**src/rtl/cgra_trace_pkg.sv**
```systemverilog
// Shared types and default sizing for the CGRA input-side trace collector.
package cgra_trace_pkg;

    typedef enum logic [1:0] {
        IDLE  = 2'd0,
        RUN   = 2'd1,
        FLUSH = 2'd2
    } trace_state_e;

    localparam int LANES_DEF  = 16;
    localparam int DATA_W_DEF = 32;
    localparam int DEPTH_DEF  = 4;
    localparam int MON_W      = DATA_W_DEF + 1;

endpackage

```
**src/rtl/cgra_trace_lane_fifo.sv**
```systemverilog
// One lane of trace buffering: a DEPTH-entry FIFO with synchronous clear,
// where a push into a full FIFO is accepted only if a pop happens in the same cycle.
module cgra_trace_lane_fifo
    import cgra_trace_pkg::*;
#(
    parameter int DATA_W = DATA_W_DEF,
    parameter int DEPTH  = DEPTH_DEF
) (
    input  logic              clock,
    input  logic              reset_n,
    input  logic              push_i,
    input  logic              pop_i,
    input  logic              clear_i,
    input  logic [DATA_W-1:0] data_i,
    output logic              full_o,
    output logic              empty_o,
    output logic [DATA_W-1:0] head_o
);

    localparam int PTR_W = $clog2(DEPTH);
    localparam int CNT_W = PTR_W + 1;

    logic [DATA_W-1:0] mem_q [DEPTH];
    logic [PTR_W-1:0]  wr_ptr_q, wr_ptr_d;
    logic [PTR_W-1:0]  rd_ptr_q, rd_ptr_d;
    logic [CNT_W-1:0]  count_q, count_d;
    logic              push_ok;
    logic              pop_ok;

    assign full_o  = (count_q == CNT_W'(DEPTH));
    assign empty_o = (count_q == '0);
    assign head_o  = mem_q[rd_ptr_q];

    assign pop_ok  = pop_i && !empty_o;
    assign push_ok = push_i && (!full_o || pop_ok);

    // NOTE: every signal gets a default first, so no path leaves it unassigned and no latch is inferred.
    always_comb begin
        wr_ptr_d = wr_ptr_q;
        rd_ptr_d = rd_ptr_q;
        count_d  = count_q;
        if (clear_i) begin
            wr_ptr_d = '0;
            rd_ptr_d = '0;
            count_d  = '0;
        end else begin
            if (push_ok) wr_ptr_d = wr_ptr_q + PTR_W'(1);
            if (pop_ok)  rd_ptr_d = rd_ptr_q + PTR_W'(1);
            count_d = count_q + CNT_W'(push_ok) - CNT_W'(pop_ok);
        end
    end

    // NOTE: sequential state uses non-blocking assignments so all flops update together at the edge.
    always_ff @(posedge clock or negedge reset_n) begin
        if (!reset_n) begin
            wr_ptr_q <= '0;
            rd_ptr_q <= '0;
            count_q  <= '0;
        end else begin
            wr_ptr_q <= wr_ptr_d;
            rd_ptr_q <= rd_ptr_d;
            count_q  <= count_d;
        end
    end

    // NOTE: storage is not reset; the occupancy counter alone decides which entries are meaningful.
    always_ff @(posedge clock) begin
        if (push_ok) mem_q[wr_ptr_q] <= data_i;
    end

endmodule

```
**src/rtl/cgra_trace_collector.sv**
```systemverilog
// Taps the CGRA input lanes, buffers accepted beats per lane and releases one
// monitor frame per host step. Optional cycle stamp on steps: CGRA_TRACE_TS_EN.
module cgra_trace_collector
    import cgra_trace_pkg::*;
#(
    parameter int LANES  = LANES_DEF,
    parameter int DATA_W = DATA_W_DEF,
    parameter int DEPTH  = DEPTH_DEF
) (
    input  logic                         clock,
    input  logic                         reset_n,
    input  logic                         enable_i,
    input  logic                         flush_i,
    input  logic                         step_i,
    input  logic [LANES-1:0]             tap_valid_i,
    input  logic [LANES-1:0]             tap_ready_i,
    input  logic [LANES*DATA_W-1:0]      tap_data_i,
    output logic [LANES*(DATA_W+1)-1:0]  ins_o,
    output logic [LANES-1:0]             overflow_o,
    output logic [1:0]                   state_o
`ifdef CGRA_TRACE_TS_EN
    ,
    output logic [31:0]                  step_cycle_o
`endif
);

    localparam int WORD_W = DATA_W + 1;

    trace_state_e state_q;

    logic                     capture_en;
    logic                     step_en;
    logic                     flush_now;
    logic [LANES-1:0]         push;
    logic [LANES-1:0]         full;
    logic [LANES-1:0]         empty;
    logic [LANES-1:0]         drop;
    logic [DATA_W-1:0]        head [LANES];
    logic [LANES*WORD_W-1:0]  ins_q, ins_d;
    logic [LANES-1:0]         overflow_q, overflow_d;

    assign capture_en = (state_q == RUN);
    assign step_en    = step_i && (state_q != FLUSH);
    assign flush_now  = (state_q == FLUSH);

    always_ff @(posedge clock or negedge reset_n) begin
        if (!reset_n) begin
            state_q <= IDLE;
        end else begin
            case (state_q)
                IDLE:    if (flush_i) state_q <= FLUSH;
                         else if (enable_i) state_q <= RUN;
                RUN:     if (flush_i) state_q <= FLUSH;
                         else if (!enable_i) state_q <= IDLE;
                FLUSH:   state_q <= enable_i ? RUN : IDLE;
                default: state_q <= IDLE;
            endcase
        end
    end

    for (genvar k = 0; k < LANES; k++) begin : g_lane
        assign push[k] = capture_en && tap_valid_i[k] && tap_ready_i[k];
        // A full lane is never empty, so a step always frees the slot for the push.
        assign drop[k] = push[k] && full[k] && !step_en;

        cgra_trace_lane_fifo #(
            .DATA_W (DATA_W),
            .DEPTH  (DEPTH)
        ) u_fifo (
            .clock   (clock),
            .reset_n (reset_n),
            .push_i  (push[k]),
            .pop_i   (step_en),
            .clear_i (flush_now),
            .data_i  (tap_data_i[k*DATA_W +: DATA_W]),
            .full_o  (full[k]),
            .empty_o (empty[k]),
            .head_o  (head[k])
        );
    end

    always_comb begin
        ins_d      = ins_q;
        overflow_d = overflow_q | drop;
        if (flush_now) begin
            ins_d      = '0;
            overflow_d = '0;
        end else if (step_en) begin
            for (int k = 0; k < LANES; k++) begin
                ins_d[k*WORD_W +: WORD_W] = empty[k] ? '0 : {1'b1, head[k]};
            end
        end
    end

    always_ff @(posedge clock or negedge reset_n) begin
        if (!reset_n) begin
            ins_q      <= '0;
            overflow_q <= '0;
        end else begin
            ins_q      <= ins_d;
            overflow_q <= overflow_d;
        end
    end

    assign ins_o      = ins_q;
    assign overflow_o = overflow_q;
    assign state_o    = state_q;

`ifdef CGRA_TRACE_TS_EN
    logic [31:0] cycle_q, cycle_d;
    logic [31:0] step_cycle_q, step_cycle_d;

    // The counter ignores flush; only reset_n restarts it.
    always_comb begin
        cycle_d      = cycle_q + 32'd1;
        step_cycle_d = step_en ? cycle_q : step_cycle_q;
    end

    always_ff @(posedge clock or negedge reset_n) begin
        if (!reset_n) begin
            cycle_q      <= '0;
            step_cycle_q <= '0;
        end else begin
            cycle_q      <= cycle_d;
            step_cycle_q <= step_cycle_d;
        end
    end

    assign step_cycle_o = step_cycle_q;
`endif

endmodule

```
**config.mk**
```make
export PLATFORM = sky130hd
export DESIGN_NAME = cgra_trace_collector
export DESIGN_NICKNAME = d
export VERILOG_FILES = /design/src/rtl/cgra_trace_pkg.sv /design/src/rtl/cgra_trace_lane_fifo.sv /design/src/rtl/cgra_trace_collector.sv
export SDC_FILE = /design/constraint.sdc
export NUM_CORES = 2
export LEC_CHECK = 0
export BUFFER_PORTS_ARGS = -buffer_cell sky130_fd_sc_hd__buf_2
export CORE_MARGIN = 5
export CORE_UTILIZATION = 58
export DETAILED_ROUTE_END_ITERATION = 8
export HOLD_SLACK_MARGIN = 0.1
export PLACE_DENSITY_LB_ADDON = 0.3
export SLEW_MARGIN = 20
export SYNTH_ARGS = -nofsm -noshare
export SYNTH_HDL_FRONTEND = slang
export SYNTH_SLANG_ARGS = --single-unit
```
**constraint.sdc**
```tcl
create_clock -name clock -period 2.95 [get_ports clock]
set_clock_uncertainty 0.05 [all_clocks]
set_input_delay 0.59 -clock clock [delete_from_list [all_inputs] [get_ports clock]]
set_output_delay 0.59 -clock clock [all_outputs]
set_load 0.005 [all_outputs]
```
# After elaboration in Yosys (flattened, before gate mapping)
# Memories as Yosys holds them, arrays and structs flattened.
# Cells that the tools add are included.
# word_totals
regBits	658
ram_bits	2048
n_memories	16
# memory_table
name	depth	word_bits	read_ports	rd_clocked_by_memory_dff	write_ports	line	text
g_lane[0].u_fifo.mem_q	4	32	1	0	1	cgra_trace_lane_fifo.sv:23	logic [DATA_W-1:0] mem_q [DEPTH];
g_lane[10].u_fifo.mem_q	4	32	1	0	1	cgra_trace_lane_fifo.sv:23	
g_lane[11].u_fifo.mem_q	4	32	1	0	1	cgra_trace_lane_fifo.sv:23	
g_lane[12].u_fifo.mem_q	4	32	1	0	1	cgra_trace_lane_fifo.sv:23	
g_lane[13].u_fifo.mem_q	4	32	1	0	1	cgra_trace_lane_fifo.sv:23	
g_lane[14].u_fifo.mem_q	4	32	1	0	1	cgra_trace_lane_fifo.sv:23	
+10 memories	n/a	n/a	n/a	n/a	n/a	n/a	
# classes
n_reduce_logical	197
addsub	64
eq_ne	21
n_bitwise	1
muxes	137
# ops
operator	count
$mux 528	2
$mux 33	16
$mux 2	68
$logic_and 1x1->1	97
$reduce_bool 2->1	33
$add 2x1->2 const B	32
$add 3x1->3	16
$eq 3x3->1 const B	16
$logic_not 3->1	16
$mux 3	16
$sub 3x1->3	16
$logic_not 1->1	33
$mux 1	33
$logic_or 1x1->1	16
$mux 16	1
$or 16x16->16	1
$ne 3x3->1 const B	2
$pmux 2 s3	1
$eq 2x1->1 const B	1
$eq 2x2->1 const B	1
$logic_not 2->1	1
$ne 2x2->1 const B	1
$reduce_and 2->1	1

# Depth between registers and ports, before layout
# logic_depth
ltp_word	8
ltp_mapped	13
depth_no_buf	10

# Cells and area by module
# From an unflattened synthesis, not the netlist that was laid out.
# unflattened
cells_unflattened	4670
area_unflattened_um2	101381.0
# modules_own_cells
module	cells_each	n_inst	area_per_inst_um2
cgra_trace_lane_fifo at g_lane[0].u_fifo ...	212	15	5106.1
cgra_trace_collector	1277	1	19685.1
cgra_trace_lane_fifo at g_lane[15].u_fifo	213	1	5103.6

# Least setup slack after synthesis
# No wires, ideal clock.
# synth_timing
path_kind	input port to flip-flop
start	in step_i
end	reg g_lane[15].u_fifo.count_q[2]
path_slack_ns	0.172
path_buffers	4
stages	13
arrival_ns	2.642
required_time_ns	2.814
setup_time_ns	0.086
cell_sequence	buf_4 > clkbuf_1 > and3_1 > buf_2 > buf_6 > ha_1 > inv_1 > ha_1 > inv_1 > fa_1 > xor2_1 > and2_1 > nor3_1
# synth_between
elab_chain_len	7
# synth_lines
element	line	text
start: declaration	cgra_trace_collector.sv:14	input logic step_i,
$logic_and 1x1->1 (*)	cgra_trace_collector.sv:43	assign step_en = step_i && (state_q != FLUSH);
$logic_and 1x1->1 (*)	cgra_trace_lane_fifo.sv:34	assign pop_ok = pop_i && !empty_o;
$logic_or 1x1->1	cgra_trace_lane_fifo.sv:35	assign push_ok = push_i && (!full_o || pop_ok);
$logic_and 1x1->1	cgra_trace_lane_fifo.sv:35	
$add 3x1->3	cgra_trace_lane_fifo.sv:49	count_d = count_q + CNT_W'(push_ok) - CNT_W'(pop_ok);
$sub 3x1->3 (*)	cgra_trace_lane_fifo.sv:49	
$mux 3 (*)	cgra_trace_lane_fifo.sv:42	if (clear_i) begin
net g_lane[15].u_fifo.count_d[2]	cgra_trace_lane_fifo.sv:26	logic [CNT_W-1:0] count_q, count_d;
end signal: assignment	cgra_trace_lane_fifo.sv:62	count_q <= count_d;
end: declaration	cgra_trace_lane_fifo.sv:26	
# Mark *: on every way through the listed nets, which the timed path passes. The rest lies on a longest branch.
# A chain may end at the register's enable or synchronous reset.

# Worst setup path after layout
# layout_timing
start	reg state_q[0], in the netlist state_o[0]
end	reg g_lane[2].u_fifo.wr_ptr_q[0]
# layout_between
elab_chain_len	6
# layout_lines
element	line	text
start: declaration	cgra_trace_collector.sv:29	trace_state_e state_q;
start signal: assignment	cgra_trace_collector.sv:55	FLUSH: state_q <= enable_i ? RUN : IDLE;
$ne 2x2->1	cgra_trace_collector.sv:43	
$logic_and 1x1->1	cgra_trace_collector.sv:43	
$logic_and 1x1->1	cgra_trace_lane_fifo.sv:34	
$logic_or 1x1->1	cgra_trace_lane_fifo.sv:35	
$logic_and 1x1->1	cgra_trace_lane_fifo.sv:35	
$reduce_bool 2->1 (no line)	n/a	
end signal: assignment	cgra_trace_lane_fifo.sv:60	wr_ptr_q <= wr_ptr_d;
end: declaration	cgra_trace_lane_fifo.sv:24	logic [PTR_W-1:0] wr_ptr_q, wr_ptr_d;
# Parallel ways exist; a longest one is shown, timed or not.

==> impl_results.html <==
<table>
<tr><th>Metric</th><th>Value</th></tr>
<tr><th colspan="2">Clocking</th></tr>
<tr><td>Count of instances resized after the clock tree is built</td><td>0</td></tr>
<tr><td>Maximum count of clock buffers along a single path</td><td>4</td></tr>
<tr><td>CTS Sinks</td><td>2706</td></tr>
<tr><td>Hold-fix buffer count after cts</td><td>around 560</td></tr>
<tr><td>Setup repair bufs after CTS</td><td>0</td></tr>
<tr><td>Root buffer cell</td><td>sky130_fd_sc_hd__clkbuf_16</td></tr>
<tr><td>Reg clk slew, reported paths</td><td>roughly 0.06 ns</td></tr>
<tr><td>TritonCTS clock tree</td><td>done</td></tr>
<tr><td>Clock insertion delay at the later pin of the skew report</td><td>0.93 ns</td></tr>
<tr><td>CTS Buf Count</td><td>between 200 and 300</td></tr>
<tr><td>Max H-tree Level</td><td>5</td></tr>
<tr><th colspan="2">Yosys</th></tr>
<tr><td>Synthesized netlist net count</td><td>5394</td></tr>
<tr><td>Synth Cell Area</td><td>0.101 mm2</td></tr>
<tr><td>Part of the Yosys area used for sequential elements</td><td>0.771</td></tr>
<tr><td>Post-synth EDFFs</td><td>between 2000 and 2500</td></tr>
<tr><td>Top cells by count, synth</td><td>sky130_fd_sc_hd__edfxtp_1 (2048), sky130_fd_sc_hd__dfrtp_1 (658), sky130_fd_sc_hd__a22o_1 (517)</td></tr>
<tr><td>YS warnings</td><td>0</td></tr>
<tr><td>Most frequently used flop master after synthesis</td><td>sky130_fd_sc_hd__edfxtp_1</td></tr>
<tr><td>Area contributors post-synth</td><td>sky130_fd_sc_hd__edfxtp_1 (61%), sky130_fd_sc_hd__dfrtp_1 (16%), sky130_fd_sc_hd__mux4_2 (11%), sky130_fd_sc_hd__a22o_1 (4.5%), sky130_fd_sc_hd__ha_1 (1.2%)</td></tr>
<tr><td>Fraction of registers with async set/reset</td><td>0.243</td></tr>
<tr><td>Most repeated cell in the gate-level netlist after synthesis</td><td>sky130_fd_sc_hd__edfxtp_1</td></tr>
<tr><td>Per-instance average area after synthesis</td><td>21.4 um2</td></tr>
<tr><td>Share of the synthesized area in the top cell type</td><td>0.608</td></tr>
<tr><td>Netlist cell types</td><td>44</td></tr>
<tr><td>Yosys reg bits</td><td>approximately 2700</td></tr>
<tr><td>Cell type contributing the most total cell area after synthesis</td><td>sky130_fd_sc_hd__edfxtp_1</td></tr>
<tr><td>Synthesized instance count</td><td>4733</td></tr>
<tr><th colspan="2">STA</th></tr>
<tr><td>Relative max-transition margin</td><td>0.297</td></tr>
<tr><td>RSZ-0062 raised after global routing</td><td>no</td></tr>
<tr><td>Final worst path period need</td><td>about 2.8 ns</td></tr>
<tr><td>Sum of negative setup slack</td><td>0 ns</td></tr>
<tr><td>Worst hold slack</td><td>roughly 0.16 ns</td></tr>
<tr><td>Number of setup violations in the final report</td><td>0</td></tr>
<tr><td>Actual slew at the worst max-slew pin</td><td>approximately 1.1 ns</td></tr>
<tr><td>Final-report max-slew violation count</td><td>0</td></tr>
<tr><td>Final count of hold timing violations</td><td>0</td></tr>
<tr><td>Part of the cycle the worst path needs</td><td>0.961</td></tr>
<tr><td>F_max</td><td>between 300 and 400 MHz</td></tr>
<tr><th colspan="2">Worst setup path</th></tr>
<tr><td>Crit-path most repeated cell</td><td>sky130_fd_sc_hd__dlygate4sd3_1</td></tr>
<tr><td>Slowest library cell on the worst path</td><td>sky130_fd_sc_hd__dlygate4sd3_1</td></tr>
<tr><td>Cells traversed along the worst timing path</td><td>buf_4 -&gt; nand3_1 -&gt; dlygate4sd3_1 -&gt; o21ba_2 -&gt; a21o_1 -&gt; dlygate4sd3_1</td></tr>
<tr><td>Largest delay contributor family on the critical path</td><td>buffers and inverters</td></tr>
<tr><td>Cell count along the critical path</td><td>6</td></tr>
<tr><td>Worst EP arrival</td><td>around 3.6 ns</td></tr>
<tr><td>Register-to-register setup slack</td><td>0.12 ns</td></tr>
<tr><td>Data required, critical path</td><td>about 3.7 ns</td></tr>
<tr><td>Startpoint types</td><td>flip-flop</td></tr>
<tr><td>CP Capture Type</td><td>flip-flop</td></tr>
<tr><td>Startpoint-to-endpoint class of the critical path</td><td>reg -&gt; reg</td></tr>
<tr><td>Worst-path fanout max</td><td>just under 50</td></tr>
<tr><td>Crit-path max cell delay</td><td>between 0.5 and 0.6 ns</td></tr>
<tr><td>Critical path buffer and inverter count</td><td>3</td></tr>
<tr><td>Worst r2r path cells</td><td>6</td></tr>
<tr><th colspan="2">Die</th></tr>
<tr><td>Number of I/O pins</td><td>approximately 1100</td></tr>
<tr><td>Area of the die</td><td>approximately 0.18 mm2</td></tr>
<tr><td>Vertical extent of the die</td><td>approximately 430 um</td></tr>
<tr><td>Standard-cell rows</td><td>153</td></tr>
<tr><td>Initial core utilization</td><td>0.582</td></tr>
<tr><td>Chip Width</td><td>428 um</td></tr>
<tr><td>Area of the core</td><td>around 0.17 mm2</td></tr>
<tr><th colspan="2">Global routing</th></tr>
<tr><td>Maximum number of pins on one net before global-route repair</td><td>around 90</td></tr>
<tr><td>Via count of the first global-routing pass</td><td>59200</td></tr>
<tr><td>Wire length of the first global-routing pass</td><td>399000 um</td></tr>
<tr><td>Overall track demand over capacity in global routing</td><td>0.297</td></tr>
<tr><td>Global-route congestion overflow total</td><td>0</td></tr>
<tr><td>Number of antenna violations at the first check in global routing</td><td>a little over 100</td></tr>
<tr><th colspan="2">Power</th></tr>
<tr><td>Switching share of total power</td><td>0.277</td></tr>
<tr><td>Switching power total</td><td>29.8 mW</td></tr>
<tr><td>Clk network pwr share</td><td>0.328</td></tr>
<tr><td>Proportion of power drawn by combinational gates</td><td>0.220</td></tr>
<tr><td>Sequential cell fraction of total power</td><td>0.451</td></tr>
<tr><td>Leakage Power</td><td>between 40 and 50 nW</td></tr>
<tr><td>Maximum vdd ir drop</td><td>0.791 mV</td></tr>
<tr><td>Internal power summed over all cells</td><td>approximately 78 mW</td></tr>
<tr><td>Power density over cell area</td><td>~860 mW/mm2</td></tr>
<tr><th colspan="2">Worst hold path</th></tr>
<tr><td>Tightest Hold Check Type</td><td>in -&gt; reg</td></tr>
<tr><td>Number of cells on the worst hold path</td><td>4</td></tr>
<tr><th colspan="2">Route</th></tr>
<tr><td>Mean routed wirelength per cell</td><td>30.0 um</td></tr>
<tr><td>Count of vias placed by the detailed router</td><td>roughly 57000</td></tr>
<tr><td>DR iter-0 viols</td><td>5665</td></tr>
<tr><td>Remaining number of nets flagged by the antenna check after routing</td><td>0</td></tr>
<tr><td>Initial DRT Pass Iterations</td><td>6</td></tr>
<tr><td>Total length of routed wires</td><td>roughly 280000 um</td></tr>
<tr><td>Post-detailed-route via-to-cell ratio</td><td>approximately 6.2</td></tr>
<tr><td>Number of remaining DRC errors</td><td>0</td></tr>
<tr><th colspan="2">Layout</th></tr>
<tr><td>Number of nets in the finished design</td><td>around 7200</td></tr>
<tr><td>Post-Layout Inst Area</td><td>0.125 mm2</td></tr>
<tr><td>Layout cell share with drive strength beyond 1</td><td>0.337</td></tr>
<tr><td>Area Growth Syn to Fin</td><td>23.3%</td></tr>
<tr><td>Layout filler cell count</td><td>approximately 9800</td></tr>
<tr><th colspan="2">Outcome</th></tr>
<tr><td>Status</td><td>finished, final reports clean</td></tr>
<tr><th colspan="2">Placement</th></tr>
<tr><td>Weighted congestion reported at the end of routability-driven placement</td><td>between 0.8 and 0.9</td></tr>
<tr><td>Sum of net half-perimeters after detailed placement</td><td>164000 um</td></tr>
<tr><td>Placed instance area</td><td>0.110 mm2</td></tr>
<tr><td>Number of port buffers</td><td>between 1000 and 1500</td></tr>
<tr><th colspan="2">Flow run</th></tr>
<tr><td>Max-cap violation count</td><td>0</td></tr>
</table>
==> final timing paths <==
path	endpoint	from
max in group asynchronous	g_lane[4].u_fifo.rd_ptr_q[0]	reset_n
worst min register to register	ins_o[263]	ins_o[263]
worst min-delay path	overflow_o[7]	tap_ready_i[7]
min in group asynchronous	ins_o[220]	reset_n
worst max register to register	g_lane[2].u_fifo.wr_ptr_q[0]	state_o[0]
worst max-delay path	g_lane[2].u_fifo.wr_ptr_q[0]	state_o[0]
==> tightest hold or removal path, stage by stage <==
cell	delay, ns
sky130_fd_sc_hd__buf_2	0.12
sky130_fd_sc_hd__nor4bb_1	0.12
sky130_fd_sc_hd__a31oi_1	0.16
sky130_fd_sc_hd__nor2_1	0.05
==> routing by layer <==
layer | vias to the layer above | share of wire | wire [um] | track usage
met5 | - | 0.00033 | 92 | 0
met4 | 14 | 0.068 | 18700 | 0.170
met3 | 806 | 0.085 | 23400 | 0.0662
met2 | 3318 | 0.50 | 138000 | 0.488
met1 | 29600 | 0.35 | 95400 | 0.371
li1 | 23100 | - | - | -
==> power groups by stage <==
stage                     Combinational (mW)  Sequential (mW)  Clock (mW)
after floorplan                         14.6             47.7           0
after global placement                  22.2             48.8           0
after CTS                               23.6             48.3        35.4
after detailed placement                22.6             48.9           0
after global routing                    25.3             48.8        37.3
final                                   23.7             48.4        35.2
==> layout make-up <==
class	count	area, um2	area share
multi-input cells	1661	21200	0.170
well taps	2325	2910	0.0233
diodes	108	270	0.00217
repair buffers	1820	12900	0.104
clock buffers	368	7880	0.0632
flip-flops and latches	2706	78000	0.625
inverters	82	308	0.00247
clock inverters	120	1170	0.00937
==> metrics by stage <==
stage / utilization / cells / power, mW / setup slack [ns]
floorplan: - / 4733 / 62.2 / 0.172
CTS: 0.717 / 9082 / 107 / 0.0711
global placement: 0.632 / 8038 / 71.0 / 0.248
finish: 0.718 / 9190 / 107 / 0.115
detailed placement: 0.632 / 8038 / 71.5 / 0.188
global route: 0.718 / 9165 / 111 / 0.0134
==> state kept, by name, indices dropped and copies added (netlist names) <==
register	cells
overflow_o	16
ins_o	528
g_lane.u_fifo.mem_q	2048
g_lane.u_fifo.wr_ptr_q	32
state_o	2
g_lane.u_fifo.count_q	48
g_lane.u_fifo.rd_ptr_q	32
==> cell usage in the layout (no fill, tap or decap), types with 23 or more instances in the layout <==
| master | instances |
|---|---|
| sky130_fd_sc_hd__edfxtp_1 | 2048 |
| sky130_fd_sc_hd__buf_2 | 1092 |
| sky130_fd_sc_hd__dfrtp_1 | 638 |
| sky130_fd_sc_hd__dlygate4sd3_1 | 556 |
| sky130_fd_sc_hd__a22o_1 | 517 |
| sky130_fd_sc_hd__mux4_2 | 512 |
| sky130_fd_sc_hd__clkbuf_16 | 291 |
| sky130_fd_sc_hd__buf_4 | 122 |
| sky130_fd_sc_hd__diode_2 | 108 |
| sky130_fd_sc_hd__ha_1 | 96 |
| sky130_fd_sc_hd__and2_1 | 92 |
| sky130_fd_sc_hd__inv_1 | 82 |
| sky130_fd_sc_hd__nor2_1 | 74 |
| sky130_fd_sc_hd__clkinv_2 | 59 |
| sky130_fd_sc_hd__buf_12 | 49 |
| sky130_fd_sc_hd__nand2_1 | 48 |
| sky130_fd_sc_hd__clkbuf_1 | 46 |
| sky130_fd_sc_hd__clkbuf_8 | 31 |
| sky130_fd_sc_hd__clkinv_1 | 29 |
| sky130_fd_sc_hd__a21o_1 | 26 |
| sky130_fd_sc_hd__mux2i_1 | 26 |
| sky130_fd_sc_hd__nand3_1 | 26 |
| sky130_fd_sc_hd__bufinv_16 | 23 |
==> kinds of logic (layout without fill, tap and decap cells) <==
logic type	Yosys count	after routing	share of synthesized area
flip-flops	2706	2706	0.771
AO/OA/AOI/OAI	616	616	0.0530
multiplexers	538	538	0.117
AND/OR/NAND/NOR	373	373	0.0230
buffers and inverters	366	2390	0.0194
adder cells (fa/ha/maj)	112	112	0.0150
XOR/XNOR	22	22	0.00191
other	0	108	0
Note: power is estimated with default switching activity, not from simulation.
